### config.mk
export PLATFORM = sky130hd
export DESIGN_NAME = buffer_wr_arbiter
export DESIGN_NICKNAME = d
export VERILOG_FILES = /design/src/rtl/buffer_wr_arbiter.sv
export SDC_FILE = /design/constraint.sdc
export NUM_CORES = 1
export LEC_CHECK = 0
export CAP_MARGIN = 0
export CORE_AREA = 2 2 56 58
export CTS_CLUSTER_SIZE = 30
export DETAILED_ROUTE_END_ITERATION = 10
export DIE_AREA = 0 0 58 60
export GPL_ROUTABILITY_DRIVEN = 0
export PLACE_DENSITY_LB_ADDON = 0.2
export SYNTH_ARGS = -nofsm -noshare
export SYNTH_HDL_FRONTEND = slang
export SYNTH_SLANG_ARGS = --single-unit
### constraint.sdc
create_clock -name clk -period 1.8 [get_ports clk]
set_clock_uncertainty 0.05 [all_clocks]
set_input_delay 0.27 -clock clk [delete_from_list [all_inputs] [get_ports clk]]
set_output_delay 0.27 -clock clk [all_outputs]
set_load 0.03 [all_outputs]
### src/rtl/buffer_wr_arbiter.sv
// buffer_wr_arbiter: round-robin write-port arbiter for the frame buffer with a built-in clear sequencer.
// Optional macro VBLANK_GATE_EN restricts all writes to cycles where vblank is high.
module buffer_wr_arbiter #(
    parameter int AW = 6,
    parameter int DW = 6,
    parameter logic [DW-1:0] CLEAR_COLOR = '0
) (
    input  logic          clk,
    input  logic          rst,
    input  logic          clear_start,
    output logic          clear_busy,
    input  logic          r0_valid,
    input  logic [AW-1:0] r0_addr,
    input  logic [DW-1:0] r0_data,
    output logic          r0_ready,
    input  logic          r1_valid,
    input  logic [AW-1:0] r1_addr,
    input  logic [DW-1:0] r1_data,
    output logic          r1_ready,
    input  logic          vblank,
    output logic [AW-1:0] mem_addr,
    output logic [DW-1:0] mem_data,
    output logic          mem_we,
    output logic          last_grant
);
    localparam logic ARB   = 1'b0;
    localparam logic CLEAR = 1'b1;

    logic          state_q, state_d, ptr_q, ptr_d, mem_we_q, mem_we_d, last_grant_q, last_grant_d;
    logic [AW-1:0] cnt_q, cnt_d, mem_addr_q, mem_addr_d;
    logic [DW-1:0] mem_data_q, mem_data_d;
    logic          gate, in_arb, open_arb, g0, g1, step;

`ifdef VBLANK_GATE_EN
    assign gate = vblank;
`else
    logic unused_vblank;
    assign unused_vblank = vblank;
    assign gate = 1'b1;
`endif

    // A pending clear_start blocks grants so the clear always wins the cycle.
    assign in_arb   = state_q == ARB;
    assign open_arb = in_arb & gate & ~clear_start;
    assign g0       = open_arb & r0_valid & (~r1_valid | ~ptr_q);
    assign g1       = open_arb & r1_valid & (~r0_valid | ptr_q);
    assign step     = ~in_arb & gate;

    assign r0_ready   = rst & g0;
    assign r1_ready   = rst & g1;
    assign clear_busy = state_q == CLEAR;
    assign mem_addr   = mem_addr_q;
    assign mem_data   = mem_data_q;
    assign mem_we     = mem_we_q;
    assign last_grant = last_grant_q;

    always_comb begin
        state_d      = in_arb ? (clear_start ? CLEAR : ARB) : ((step && &cnt_q) ? ARB : CLEAR);
        cnt_d        = in_arb ? '0 : cnt_q + AW'(step);
        mem_we_d     = g0 | g1 | step;
        mem_addr_d   = step ? cnt_q : g1 ? r1_addr : g0 ? r0_addr : mem_addr_q;
        mem_data_d   = step ? CLEAR_COLOR : g1 ? r1_data : g0 ? r0_data : mem_data_q;
        ptr_d        = g0 ? 1'b1 : g1 ? 1'b0 : ptr_q;
        last_grant_d = g0 ? 1'b0 : g1 ? 1'b1 : last_grant_q;
    end

    always_ff @(posedge clk or negedge rst) begin
        if (!rst) begin
            state_q      <= ARB;
            ptr_q        <= 1'b0;
            cnt_q        <= '0;
            mem_we_q     <= 1'b0;
            mem_addr_q   <= '0;
            mem_data_q   <= '0;
            last_grant_q <= 1'b0;
        end else begin
            state_q      <= state_d;
            ptr_q        <= ptr_d;
            cnt_q        <= cnt_d;
            mem_we_q     <= mem_we_d;
            mem_addr_q   <= mem_addr_d;
            mem_data_q   <= mem_data_d;
            last_grant_q <= last_grant_d;
        end
    end
endmodule

==> flow_summary.ini <==
[critical_path]
slowest_delay_ps = 670
worst-endpoint-arrival_ps = 1360
cp-start-kind = register
crit_required_ps = 1480
rrSetupSlack_ps = 380
cp_cell_sequence = clkdlybuf4s50_1
cp_top_family = buffers and inverters
crit_slowest_cell = clkdlybuf4s50_1
critical_path_buf_inv_count = 1
worstSetupPathType = register to output pin
critPathMaxFanout = 2
end_kind = output pin

[yosys]
async_reset_ff_share_pct = 100
ys.flop_type = dfrtp_1
synth_warnings = 0
yosysUniqueCellTypes = 33
synth_edf_count = 0
ys_ff_latch = 22
synth-seq-area-share_pct = 46.4
avgSynthCellArea_um2 = 9.81
synth_cells = 121
syn-num-nets = 152
synth_area_um2 = 1190

[drt]
drt-total-wl_um = 3100
viasPerCell = 5.52
drc_errors = 0
wl_per_cell_um = 15.1
drt_iter0_markers = 17
vias = 1132
dr.pass1.iters = 4
final_antenna_net_count = 0

[flow_run]
maxCapViolCount = 0

[clock_network]
postCtsHoldBufs = 0
clk_pin_slew_ps = 120
htree_levels = 1
cts_setup_buffers = 0
clock_path_buffers = 2
cts_root_buf = clkbuf_4
post_cts_resized = 0
cts_buffers = 3
clk_latency_ps = 320
clock-sinks = 22
cts_tree = done

[timing]
finalHoldViolCount = 0
post-route-period-util_pct = 93.3
period_minus_slack_ps = 1680
tightest_slew_ps = 355
tns_ps = 0
slew_viol_final = 0
fmax_ghz = 0.596
rsz0062_at_grt = false
slew-limit-headroom_pct = 76.2
setup_violations = 0

[global_route]
grt_pass1_wl_um = 5020
grt.overflow.total = 0
grt_usage_pct = 19.3
antenna_found_initial = 0
grt_use_met1_pct = 22.2
busiest_layer = met2
grt_max_degree = 23
met2_usage_pct = 35.2
grtUsageMet3_pct = 2.81
first_global_vias = 1150

[die]
ios = 47
die_w_um = 58
rows = 20
coreArea_um2 = 2900
die_h_um = 60
initial_core_util_pct = 40.9
die_area_um2 = 3480

[power]
leakagePower_uw = 0.000763
ir_drop_v = 0.000682
p_per_area_nw_per_um2 = 1120

[layout]
final_net_count = 205
n_antenna_cell = 0
final_area_um2 = 1770
synthToLayoutAreaGrowth_pct = 48.8
fillers = 268
final_core_utilization_pct = 60.9
drive_above_1_share_pct = 15.1
fin_cells = 205

[run_status]
status = finished clean

[place]
dpl.hpwl_um = 2390
dpl_cell_area_um2 = 1740
placed_cells = 202
numPortBuffers = 45

[min_path]
holdCritPathClass = input pin to async pin
[metal layers]
layer / up-vias / part of all wire, %
met2: 30 / 53
met5: - / 0
met1: 551 / 40
met4: 0 / 2.6
met3: 9 / 4.1
li1: 542 / -
[final timing paths]
kind,to,from,depth (start not counted)
max reg2reg,mem_data[4],clear_busy,5
min reg2reg,clear_busy,cnt_q[5],1
min,mem_we,rst,2
min in group clk,last_grant,r0_valid,3
max in group asynchronous,mem_data[5],rst,2
max,mem_data[3],mem_data[3],1
[final cells by class]
| cell class | instances | area, um^2 | area share (%) |
|---|---|---|---|
| clock buffer | 3 | 22.5 | 1.27 |
| multi-input combinational | 87 | 583 | 33.0 |
| timing repair buffer | 59 | 566 | 32.0 |
| tap | 33 | 41.3 | 2.34 |
| sequential | 22 | 551 | 31.2 |
| inverter | 1 | 3.75 | 0.212 |
[sequential cells by signal, indices dropped and copies added (netlist names)]
| register | flops |
|---|---|
| mem_we | 1 |
| mem_addr | 6 |
| cnt_q | 6 |
| ptr_q | 1 |
| last_grant | 1 |
| mem_data | 6 |
| clear_busy | 1 |
[metrics by stage]
stage	hold slack (ps)	worst slack [ps]	power, uW
final	293	121	1980
after global routing	325	60.0	2100
after CTS	314	13.6	2000
after detailed placement	432	-39.6	1770
after global placement	417	20.7	1740
after floorplan	-75.6	-55.4	1370
[Yosys cell counts, types with 3 or more instances]
master    count  area, um^2
and2_1        6        37.5
nand3_1       7        35.0
o21ai_0       5        25.0
a31oi_1       9        56.3
dfrtp_1      22         551
nor2b_1       7        43.8
nand2_1       3        11.3
and3_1        5        31.3
buf_2         3        15.0
mux2i_1       3        30.0
nand2b_1      5        31.3
a21oi_1      10        50.1
o21ai_1       3        15.0
a221o_1       3        30.0
clkbuf_1      5        18.8
[where the power goes]
part / internal, uW / switching (uW)
logic: 473 / 482
clock network: 78.4 / 153
registers: 663 / 131
[cells in the final DEF, fill, tap and decap left out, drive strengths merged, types with 3 or more instances in the layout]
cell | Yosys | layout
nor2b | 8 | 8
a31oi | 9 | 9
a221o | 3 | 3
clkdlybuf4s50 | 0 | 40
a21oi | 10 | 10
and3 | 5 | 5
o21ai | 8 | 8
buf | 6 | 17
and2 | 6 | 6
dfrtp | 22 | 22
nand2 | 3 | 3
nand3 | 7 | 7
clkbuf | 5 | 3
nand2b | 5 | 5
mux2i | 3 | 3
[kinds of logic (layout without fill, tap and decap cells)]
group	count (synthesis)	count (layout)	synth area share [%]
buffers and inverters	12	63	5.69
XOR/XNOR	3	3	2.21
AO/OA/AOI/OAI	40	40	22.9
AND/OR/NAND/NOR	40	40	19.3
adder cells (fa/ha/maj)	1	1	1.05
multiplexers	3	3	2.53
flip-flops	22	22	46.4
Power figures use the tool's default switching activity.
